[src/rtl/ebox_pkg.sv]
// Shared EBOX definitions: DRAM word layout, diagnostic load function codes,
// loader error codes and the DRAM odd-parity helper (also used by IR parity).
package ebox_pkg;

  localparam int unsigned DRAM_WIDTH     = 15;
  localparam int unsigned DRAM_ADDR_BITS = 9;

  // Bit 0 of the DRAM word (A MSB) sits at the vector MSB.
  typedef struct packed {
    logic [2:0] a;
    logic [2:0] b;
    logic       p;
    logic [3:0] j1_4;
    logic [3:0] j7_10;
  } dram_word_t;

  typedef enum logic [2:0] {
    FN_ADDR_HI = 3'd0,
    FN_ADDR_LO = 3'd1,
    FN_AB      = 3'd2,
    FN_PJ1     = 3'd3,
    FN_J7      = 3'd4,
    FN_COMMIT  = 3'd5,
    FN_CLR_ERR = 3'd6,
    FN_NOP     = 3'd7
  } ld_func_e;

  typedef enum logic [1:0] {
    ERR_NONE       = 2'd0,
    ERR_VERIFY     = 2'd1,
    ERR_INCOMPLETE = 2'd2,
    ERR_PARITY     = 2'd3
  } err_code_e;

  // P value that makes the XOR of all 15 word bits equal 1.
  function automatic logic dram_odd_parity(input dram_word_t w);
    return ~(^{w.a, w.b, w.j1_4, w.j7_10});
  endfunction

endpackage

[src/rtl/dram_field_asm.sv]
// DRAM word field registers, load mask and word packing.
// Optional macro DRAM_AUTO_PARITY_EN: P is generated as odd parity and a
// disagreeing loaded P is flagged through p_mismatch.
module dram_field_asm
  import ebox_pkg::*;
(
  input  logic       clk,
  input  logic       rst_n,
  input  logic       load_en,
  input  logic [2:0] func,
  input  logic [5:0] data,
  input  logic       clear_mask,
  output logic [2:0] mask,
  output dram_word_t word,
  output logic       p_mismatch
);

  dram_word_t fields;

  // Capture fields on accepted transfers; EBUS data[0] is data[5] here.
  always_ff @(posedge clk) begin
    if (!rst_n) begin
      fields <= '0;
      mask   <= '0;
    end else begin
      if (clear_mask) mask <= '0;
      if (load_en) begin
        case (ld_func_e'(func))
          FN_AB: begin
            fields.a <= data[5:3];
            fields.b <= data[2:0];
            mask[0]  <= 1'b1;
          end
          FN_PJ1: begin
            fields.p    <= data[4];
            fields.j1_4 <= data[3:0];
            mask[1]     <= 1'b1;
          end
          FN_J7: begin
            fields.j7_10 <= data[3:0];
            mask[2]      <= 1'b1;
          end
          default: ;
        endcase
      end
    end
  end

  // Pack the word presented to the writer.
  always_comb begin
    word       = fields;
    p_mismatch = 1'b0;
`ifdef DRAM_AUTO_PARITY_EN
    word.p     = dram_odd_parity(fields);
    p_mismatch = (fields.p != word.p);
`endif
  end

endmodule

[src/rtl/dram_loader.sv]
// Diagnostic-side DRAM writer: assembles a word from 6-bit EBUS transfers,
// writes it, reads it back and verifies. Optional macro DRAM_AUTO_PARITY_EN
// (handled in dram_field_asm) enables generated odd parity.
module dram_loader
  import ebox_pkg::*;
#(
  parameter int unsigned AUTO_INC = 1
) (
  input  logic                      clk,
  input  logic                      rst_n,
  input  logic                      ld_valid,
  output logic                      ld_ready,
  input  logic [2:0]                ld_func,
  input  logic [5:0]                ld_data,
  output logic [DRAM_ADDR_BITS-1:0] dram_addr,
  output logic [DRAM_WIDTH-1:0]     dram_din,
  output logic                      dram_we,
  input  logic [DRAM_WIDTH-1:0]     dram_dout,
  output logic                      busy,
  output logic                      done,
  output logic                      err,
  output logic [1:0]                err_code
);

  typedef enum logic [1:0] {ST_IDLE, ST_WRITE, ST_READ, ST_CHECK} state_e;

  state_e     state_q, state_d;
  dram_word_t word, din_q;
  logic [2:0] mask;
  logic       p_mismatch;
  err_code_e  err_code_q;
  ld_func_e   func;
  logic       accept, is_commit, commit_go, verify_ok;

  assign func      = ld_func_e'(ld_func);
  assign accept    = ld_valid && (state_q == ST_IDLE);
  assign is_commit = accept && (func == FN_COMMIT);
  assign commit_go = is_commit && (mask == 3'b111);
  assign verify_ok = (dram_dout == din_q);
  assign dram_din  = din_q;
  assign err_code  = err_code_q;

  dram_field_asm u_asm (
    .clk        (clk),
    .rst_n      (rst_n),
    .load_en    (accept),
    .func       (ld_func),
    .data       (ld_data),
    .clear_mask (is_commit),
    .mask       (mask),
    .word       (word),
    .p_mismatch (p_mismatch)
  );

  // State register.
  always_ff @(posedge clk) begin
    if (!rst_n) state_q <= ST_IDLE;
    else        state_q <= state_d;
  end

  // Next state and per-state strobes.
  always_comb begin
    state_d  = state_q;
    ld_ready = 1'b0;
    busy     = 1'b1;
    dram_we  = 1'b0;
    done     = 1'b0;
    case (state_q)
      ST_IDLE: begin
        ld_ready = 1'b1;
        busy     = 1'b0;
        if (commit_go) state_d = ST_WRITE;
      end
      ST_WRITE: begin
        dram_we = 1'b1;
        state_d = ST_READ;
      end
      ST_READ:  state_d = ST_CHECK;
      ST_CHECK: begin
        done    = verify_ok;
        state_d = ST_IDLE;
      end
      default:  state_d = ST_IDLE;
    endcase
  end

  // Address, write data and sticky error bookkeeping.
  always_ff @(posedge clk) begin
    if (!rst_n) begin
      dram_addr  <= '0;
      din_q      <= '0;
      err        <= 1'b0;
      err_code_q <= ERR_NONE;
    end else begin
      if (accept) begin
        case (func)
          FN_ADDR_HI: dram_addr[DRAM_ADDR_BITS-1 -: 3] <= ld_data[2:0];
          FN_ADDR_LO: dram_addr[5:0] <= ld_data;
          FN_CLR_ERR: begin
            err        <= 1'b0;
            err_code_q <= ERR_NONE;
          end
          FN_COMMIT: begin
            if (mask == 3'b111) begin
              din_q <= word;
              if (p_mismatch) begin
                err        <= 1'b1;
                err_code_q <= ERR_PARITY;
              end
            end else begin
              err        <= 1'b1;
              err_code_q <= ERR_INCOMPLETE;
            end
          end
          default: ;
        endcase
      end
      if (state_q == ST_CHECK) begin
        if (verify_ok) begin
          if (AUTO_INC != 0) dram_addr <= dram_addr + DRAM_ADDR_BITS'(1);
        end else begin
          err        <= 1'b1;
          err_code_q <= ERR_VERIFY;
        end
      end
    end
  end

endmodule

[config.mk]
export PLATFORM = sky130hd
export DESIGN_NAME = dram_loader
export DESIGN_NICKNAME = d
export VERILOG_FILES = /design/src/rtl/ebox_pkg.sv /design/src/rtl/dram_field_asm.sv /design/src/rtl/dram_loader.sv
export SDC_FILE = /design/constraint.sdc
export NUM_CORES = 1
export LEC_CHECK = 0
export CAP_MARGIN = 15
export CORE_UTILIZATION = 52
export CTS_BUF_LIST = sky130_fd_sc_hd__clkbuf_4 sky130_fd_sc_hd__clkbuf_8
export DETAILED_ROUTE_END_ITERATION = 6
export HOLD_SLACK_MARGIN = 0.05
export PLACE_DENSITY = 0.83
export REMOVE_ABC_BUFFERS = 1
export SYNTH_ARGS = -nofsm -noshare
export SYNTH_HDL_FRONTEND = slang
export SYNTH_SLANG_ARGS = --single-unit
[constraint.sdc]
create_clock -name clk -period 2.6 [get_ports clk]
set_input_delay 0.26 -clock clk [delete_from_list [all_inputs] [get_ports clk]]
set_output_delay 0.26 -clock clk [all_outputs]
set_load 0.01 [all_outputs]
# Word level (Yosys, flattened, before mapping)

Cells that the tools add are included.

Add/sub/neg operators: 1
Reduce and logical (&&, ||, !) cells: 9
Mux-type cells: 26
Equal/unequal tests: 12

Operator list:

| operator                                                         | count |
|---|---|
| 9-bit two-way mux                                                | 3 |
| 15-bit == test                                                   | 1 |
| 3-bit == test (second input constant)                            | 4 |
| 1-bit two-way mux                                                | 11 |
| 2-bit two-way mux                                                | 5 |
| 9-bit by 1-bit adder with 9-bit output (second input constant)   | 1 |
| 3-bit two-way mux                                                | 3 |
| 2-bit case mux with 4 select lines                               | 1 |
| 3-bit by 2-bit == test with 1-bit output (second input constant) | 2 |
| 6-bit two-way mux                                                | 1 |
| 2-bit AND reduction                                              | 3 |
| 2-bit == test (second input constant)                            | 2 |
| 2-bit case mux with 2 select lines                               | 1 |
| 3-bit by 1-bit == test with 1-bit output (second input constant) | 1 |
| 1-bit logical AND                                                | 3 |
| 3-bit zero test                                                  | 1 |
| 3-bit AND reduction                                              | 1 |
| 2-bit by 1-bit == test with 1-bit output (second input constant) | 1 |
| 2-bit zero test                                                  | 1 |
| 2-bit inequality test (second input constant)                    | 1 |
| 1-bit case mux with 2 select lines                               | 1 |

Bits of input ports: 27
Word-level logic and storage cells: 63
Register bits: 47

# Longest topological paths before layout

Gate-level depths: netlist (run 1).

Depth in word-level cells: 6
Depth in mapped cells: 8
Gate-level depth less buffers: 6

# Cells and area by module

Synthesis (run 1) repeated with hierarchy kept, for this count alone.

Cell total of the unflattened synthesis: 265
Area total of the unflattened synthesis: 2,506.2 um^2

Modules (own cells, without submodules):

| module         | area an instance (um^2) | seq. area each (um^2) | cells an instance | instances |
|---|---|---|---|---|
| dram_loader    | 1,791.7                 | 580.6                 | 196               | 1 |
| dram_field_asm | 714.4                   | 360.3                 | 69                | 1 |

# Worst setup path after synthesis (run 1)

No wires, ideal clock.

Kind: register to register
Start: reg state_q[1]
End: reg state_q[0]
Data arrival time: 1.795 ns
Period minus slack after synthesis: 1.917 ns
Path slack: 0.683 ns
Data required time: 2.478 ns
Stages on the path, launching flop included: 9
Library setup time: 0.122 ns
Cell sequence: dfxtp_1 inv_1 ha_1 nand3_2 nor4b_2 buf_6 buf_12 nor2_2 o311a_1

Cells in the longest elaborated chain, start to end: 5
Elaborated cells between the ends (all ways): 9

RTL lines:

| item                            | RTL line                             | text |
|---|---|---|
| start, declared                 | dram_loader.sv:27                    | `state_e state_q, state_d;` |
| start signal, assigned          | dram_loader.sv:58                    | `else state_q <= state_d;` |
| 2-bit zero test                 | dram_loader.sv:36, dram_loader.sv:68 |  |
| 1-bit logical AND               | dram_loader.sv:36                    | `assign accept = ld_valid && (state_q == ST_IDLE);` |
| 1-bit logical AND               | dram_loader.sv:37                    | `assign is_commit = accept && (func == FN_COMMIT);` |
| 1-bit logical AND               | dram_loader.sv:38                    | `assign commit_go = is_commit && (mask == 3'b111);` |
| 2-bit inequality test (no line) | -                                    |  |

Several ways; a longest one is shown, not always the timed one.
A chain may end at the register's enable or synchronous reset.

# Final worst setup path (run 1)

Start: in dram_dout[11]
End: out done

Cells in the longest elaborated chain, start to end: 2

RTL lines:

| item              | RTL line          | text |
|---|---|---|
| start, declared   | dram_loader.sv:18 | `input logic [DRAM_WIDTH-1:0] dram_dout,` |
| 15-bit == test    | dram_loader.sv:39 | `assign verify_ok = (dram_dout == din_q);` |
| 1-bit two-way mux | dram_loader.sv:68 | `case (state_q)` |
| end, declared     | dram_loader.sv:20 | `output logic done,` |

Every way passes these cells.

==> impl_metrics.ini, run 1 <==
[status]
status = completed

[layout]
final_layout_size_suffix_gt1_share_pct = 7.23
fillers = 363
layout.cells.most_common = clkdlybuf4s50_1
syn_to_final_growth_pct = 29.3
final_net_count = 350
mostFrequentLayoutCells = clkdlybuf4s50_1, dfxtp_1, mux2i_1
num_antenna_cells = 0

[routing]
drc = 0
firstDrtPassIters = 6
wl_um = 5190
vias = 2012
drtIter0Drc = 77
avgRoutedWirePerCell_um = 14.0
routed-wl-met3_um = 229
viasPerCell = 5.44
wl_met2_um = 2360
wl_met1_um = 2520
ant_nets = 0
highest_layer = met4

[floorplan]
num_rows = 24
coreArea_sq_um = 4440
ioPinCount = 58
die_w_um = 70.8
fp.dieH_um = 70.8
dieArea_sq_um = 5020
initial_core_util_pct = 55.4

[worst_setup_path]
rrSetupSlack_ns = 0.54
crit_slowest_cell = or4_1
crit_top_cell = clkdlybuf4s50_1
max_stage_delay_ns = 0.62
crit_buf_inv = 3
start_kind = primary input
path_max_fanout = 2
reg2reg_depth = 7
crit_arrival_ns = 2.24
worstSetupPathType = primary input to primary output
crit-reg2reg-launch = state_q[1]
path_delay_family = buffers and inverters
cp.required_ns = 2.34
r2r-end = state_q[0]
endpoint = done
cp.depth = 6
crit_start = dram_dout[11]
path_cells = clkdlybuf4s50_1 > xnor2_1 > nand4_1 > or4_1 > clkinv_2 > clkdlybuf4s50_1
end_kind = primary output

[timing]
timing.fmax_mhz = 400
max_slew_margin_pct = 66.3
timing.hold.ws_ns = 0.491
fin_crit_sh_pct = 96.0
setup_viol = 0
setup_tns_ns = 0
finalHoldViolCount = 0
slew_viol_final = 0
skew_ns = 0.00448
worstMarginPinSlew_ns = 0.503
period_needed_ns = 2.50
rsz0062_at_grt = false
setup_ws_ns = 0.103

[pwr]
leakage_nw = 1.09
powerDensity_nw_per_um2 = 495
peakVddDrop_uv = 314

[synthesis]
synth_warnings = 0
synthArstFlopShare_pct = 0
synthCells = 258
yosys_most_used_dff = dfxtp_1
synth_top_cell_by_area = dfxtp_1
synth-seq-cells = 47
syn_area_per_cell_sq_um = 9.55
synth_edf_count = 0
synthTopCellsByArea = dfxtp_1, mux2i_1, nor2b_1
yosysSeqAreaShare_pct = 38.2
synth.top_cell.area_share_pct = 38.2
synth_cell_types = 36
syn_area_sq_um = 2460

[cts]
postCtsSetupBuffers = 0
insertion_delay_ns = 0.30
htree_levels = 2
cts_resized = 0
postCtsHoldBufs = 0
cts_sinks = 47
cts-root-buf = clkbuf_8
numCtsBuffers = 5
cts_tree = done
clk_pin_slew_ns = 0.08
clockBufferDepth = 2

[global_route]
grt_max_degree = 57
grt.overflow.total = 0
grt_pass1_wl_um = 8630
track_usage_pct = 21.9
antenna_found_initial = 0
first_global_vias = 1842

[place]
hpwl_um = 3760
io_buffers = 57
globalplace.congestion = 0.769
place_ws_ns = 0.0967

[min_path]
hold_path.class = flop to flop

[job]
maxCapViolCount = 0
## synthesized netlist by cell type, types with 2 or more instances
cell type   n
a21oi_1     2
mux2i_1    39
clkbuf_1    9
o21ai_0    21
buf_2       2
nand3_1     6
a41oi_1     2
nor3_1      5
nor3_2      2
inv_1       5
and2_1      2
nand2b_1    2
a21boi_0   10
o21a_1      9
nand2_1     6
xnor2_1    17
a31oi_1     2
dfxtp_1    47
ha_1        6
and3_1     11
nor2b_1    32
nand4_1     6
nor2_1      2
## sequential cells by signal, indices dropped and copies added (netlist names)
name        cells
err_code        2
err             1
u_asm.word     15
u_asm.mask      3
state_q         2
dram_addr       9
dram_din       15
## cells by family (layout without fill, tap and decap cells)
family                     Yosys count  after routing  synth area share (%)
buffers and inverters               20             80                  4.16
and+or+nand+nor                     80             80                  19.9
DFF                                 47             47                  38.2
muxes                               39             39                  15.8
AOI/OAI and AO/OA                   48             48                  12.4
xor gates and xnor gates            18             18                  6.40
adders and majority gates            6              6                  3.05
## tightest hold or removal path: cells and delay by family (launching register included)
kind,cells,cell delay (ns)
flops,1,0.31
compound gates,2,0.13
## layer usage
metal  up-vias  track usage (%)
met5         -                0
met4         0             5.78
met3         8             5.56
met2        48             35.6
met1       936             29.0
li1       1020                -
## layout make-up
type,count,area (sq um),share of cell area (%)
clock buffer,5,68.8,2.16
clock inverter,3,20.0,0.628
inverter,6,23.8,0.746
multi-input combinational,191,1430,44.9
sequential,47,941,29.5
tap,52,65.1,2.04
timing repair buffer,66,638,20.0
## where the power goes
group	total, mW	internal (mW)	switching (mW)
registers	0.772	0.747	0.0245
logic	0.371	0.190	0.181
clock network	0.433	0.187	0.246
total	1.58	1.12	0.452
## metrics by stage
step	utilization, %	cell area, sq um	total power, mW	cells
floorplan	-	2380	0.982	244
global placement	69.7	3100	1.14	362
detailed placement	69.7	3100	1.16	362
CTS	71.7	3190	1.59	370
global route	71.7	3190	1.67	370
finish	71.7	3190	1.58	370
## worst min-delay path by stage
stage,from,to,cells past startpoint
final,err_code[0],err_code[0],2
after global routing,u_asm.word[0],u_asm.word[0],2
after CTS,err_code[0],err_code[0],2
after detailed placement,err_code[0],err_code[0],2
after global placement,err_code[0],err_code[0],2
after floorplan,rst_n,state_q[1],1
Note: power is estimated with default switching activity, not from simulation.
==> inputs of run 2 (changes only) <==
ABC_AREA = 0   (was not set)
SLEW_MARGIN = 20   (was not set)
==> results of run 2 <==
The final DEF is identical to that of run 1; final timing and power are the same.
==> inputs of run 3 (changes only) <==
MAX_ROUTING_LAYER = met4   (was not set)
==> impl_metrics.ini, run 3 (same netlist as run 1, synthesis figures left out) <==
[place]
dp_cells = 362
io_buffers = 57
placed_cell_area_sq_um = 3100
globalplace.congestion = 0.780
place_ws_ns = 0.0967
hpwl_um = 3760

[cts]
cts-root-buf = clkbuf_8
cts_sinks = 47
insertion_delay_ns = 0.30
htree_levels = 2
postCtsHoldBufs = 0
clk_pin_slew_ns = 0.08
clockBufferDepth = 2
postCtsSetupBuffers = 0
cts_tree = done
numCtsBuffers = 5
cts_resized = 0

[timing]
setup_viol = 0
max_slew_margin_pct = 65.0
period_needed_ns = 2.50
timing.hold.ws_ns = 0.491
fin_crit_sh_pct = 96.1
skew_ns = 0.00509
rsz0062_at_grt = false
worstMarginPinSlew_ns = 0.522
setup_ws_ns = 0.101
timing.fmax_mhz = 400
finalHoldViolCount = 0
slew_viol_final = 0

[layout]
utilization_pct = 71.7
mostFrequentLayoutCells = clkdlybuf4s50_1, dfxtp_1, mux2i_1
layout.cells.most_common = clkdlybuf4s50_1
final_net_count = 350
fillers = 363
final_layout_size_suffix_gt1_share_pct = 7.23
design_area_sq_um = 3190
final_cells = 370
syn_to_final_growth_pct = 29.3
num_antenna_cells = 0

[worst_setup_path]
crit_buf_inv = 3
path_delay_family = buffers and inverters
path_max_fanout = 2
cp.required_ns = 2.34
crit-reg2reg-launch = state_q[1]
end_kind = primary output
crit_top_cell = clkdlybuf4s50_1
crit_arrival_ns = 2.24
start_kind = primary input
worstSetupPathType = primary input to primary output
crit_start = dram_dout[11]
path_cells = clkdlybuf4s50_1 > xnor2_1 > nand4_1 > or4_1 > clkinv_2 > clkdlybuf4s50_1
max_stage_delay_ns = 0.62
crit_slowest_cell = or4_1

[routing]
avgRoutedWirePerCell_um = 13.9
viasPerCell = 5.45
routed-wl-met3_um = 229
drc = 0
wl_um = 5150
firstDrtPassIters = 6
highest_layer = met4
wl_met2_um = 2400
drtIter0Drc = 81
ant_nets = 0
wl_met1_um = 2470
vias = 2015

[floorplan]
num_rows = 24
ioPinCount = 58
fp.dieH_um = 70.8
initial_core_util_pct = 55.4
dieArea_sq_um = 5020
coreArea_sq_um = 4440
die_w_um = 70.8

[status]
status = completed

[min_path]
worstHoldStart = err_code[0]
hold_path.class = flop to flop

[global_route]
grt.overflow.total = 0
antenna_found_initial = 0
track_usage_pct = 22.5
grt_pass1_wl_um = 8630
first_global_vias = 1839
grt_max_degree = 57

[pwr]
leakage_nw = 1.09
peakVddDrop_uv = 313
powerDensity_nw_per_um2 = 494

[job]
maxCapViolCount = 0
-- run 3: cell counts in the layout (fill, tap and decap cells not counted) --
Identical to the previous run, type by type.
-- run 3: cell type report --
class                           instances  area [sq um]  share of cell area [%]
Clock buffer                            5          68.8                    2.16
Tap cell                               52          65.1                    2.04
Clock inverter                          3          20.0                   0.628
Sequential cell                        47           941                    29.5
Timing Repair Buffer                   66           638                    20.0
Inverter                                6          23.8                   0.746
Multi-Input combinational cell        191          1430                    44.9
-- run 3: path summary, 6_finish.rpt --
check                endpoint  slack [ns]  cells past startpoint
setup reg to reg   state_q[0]        0.54                      7
hold reg to reg   err_code[0]        0.49                      2
hold / removal    err_code[0]        0.49                      2
setup / recovery         done        0.10                      6
-- run 3: tightest hold or removal path, stage by stage (launching register included) --
cell	delay, ns
dfxtp_1	0.32
o21ai_0	0.06
a21boi_0	0.07
-- run 3: report_power, final --
part / switching, mW / leakage, nW / internal [mW] / total [mW]
Sequential: 0.0246 / 0.380 / 0.747 / 0.772
Combinational: 0.181 / 0.665 / 0.190 / 0.371
Clock: 0.245 / 0.0402 / 0.187 / 0.432
-- run 3: through the flow --
step           total power, mW  setup TNS (ns)
2_1_floorplan            0.982           -4.10
3_3_place_gp              1.14               0
5_1_grt                   1.67               0
6_report                  1.58               0
3_5_place_dp              1.16               0
4_1_cts                   1.59               0
-- run 3: layer usage --
layer	vias to the layer above	GRT usage (%)
met5	-	-
met1	941	29.0
li1	1019	-
met3	4	5.56
met4	0	5.78
met2	51	35.6
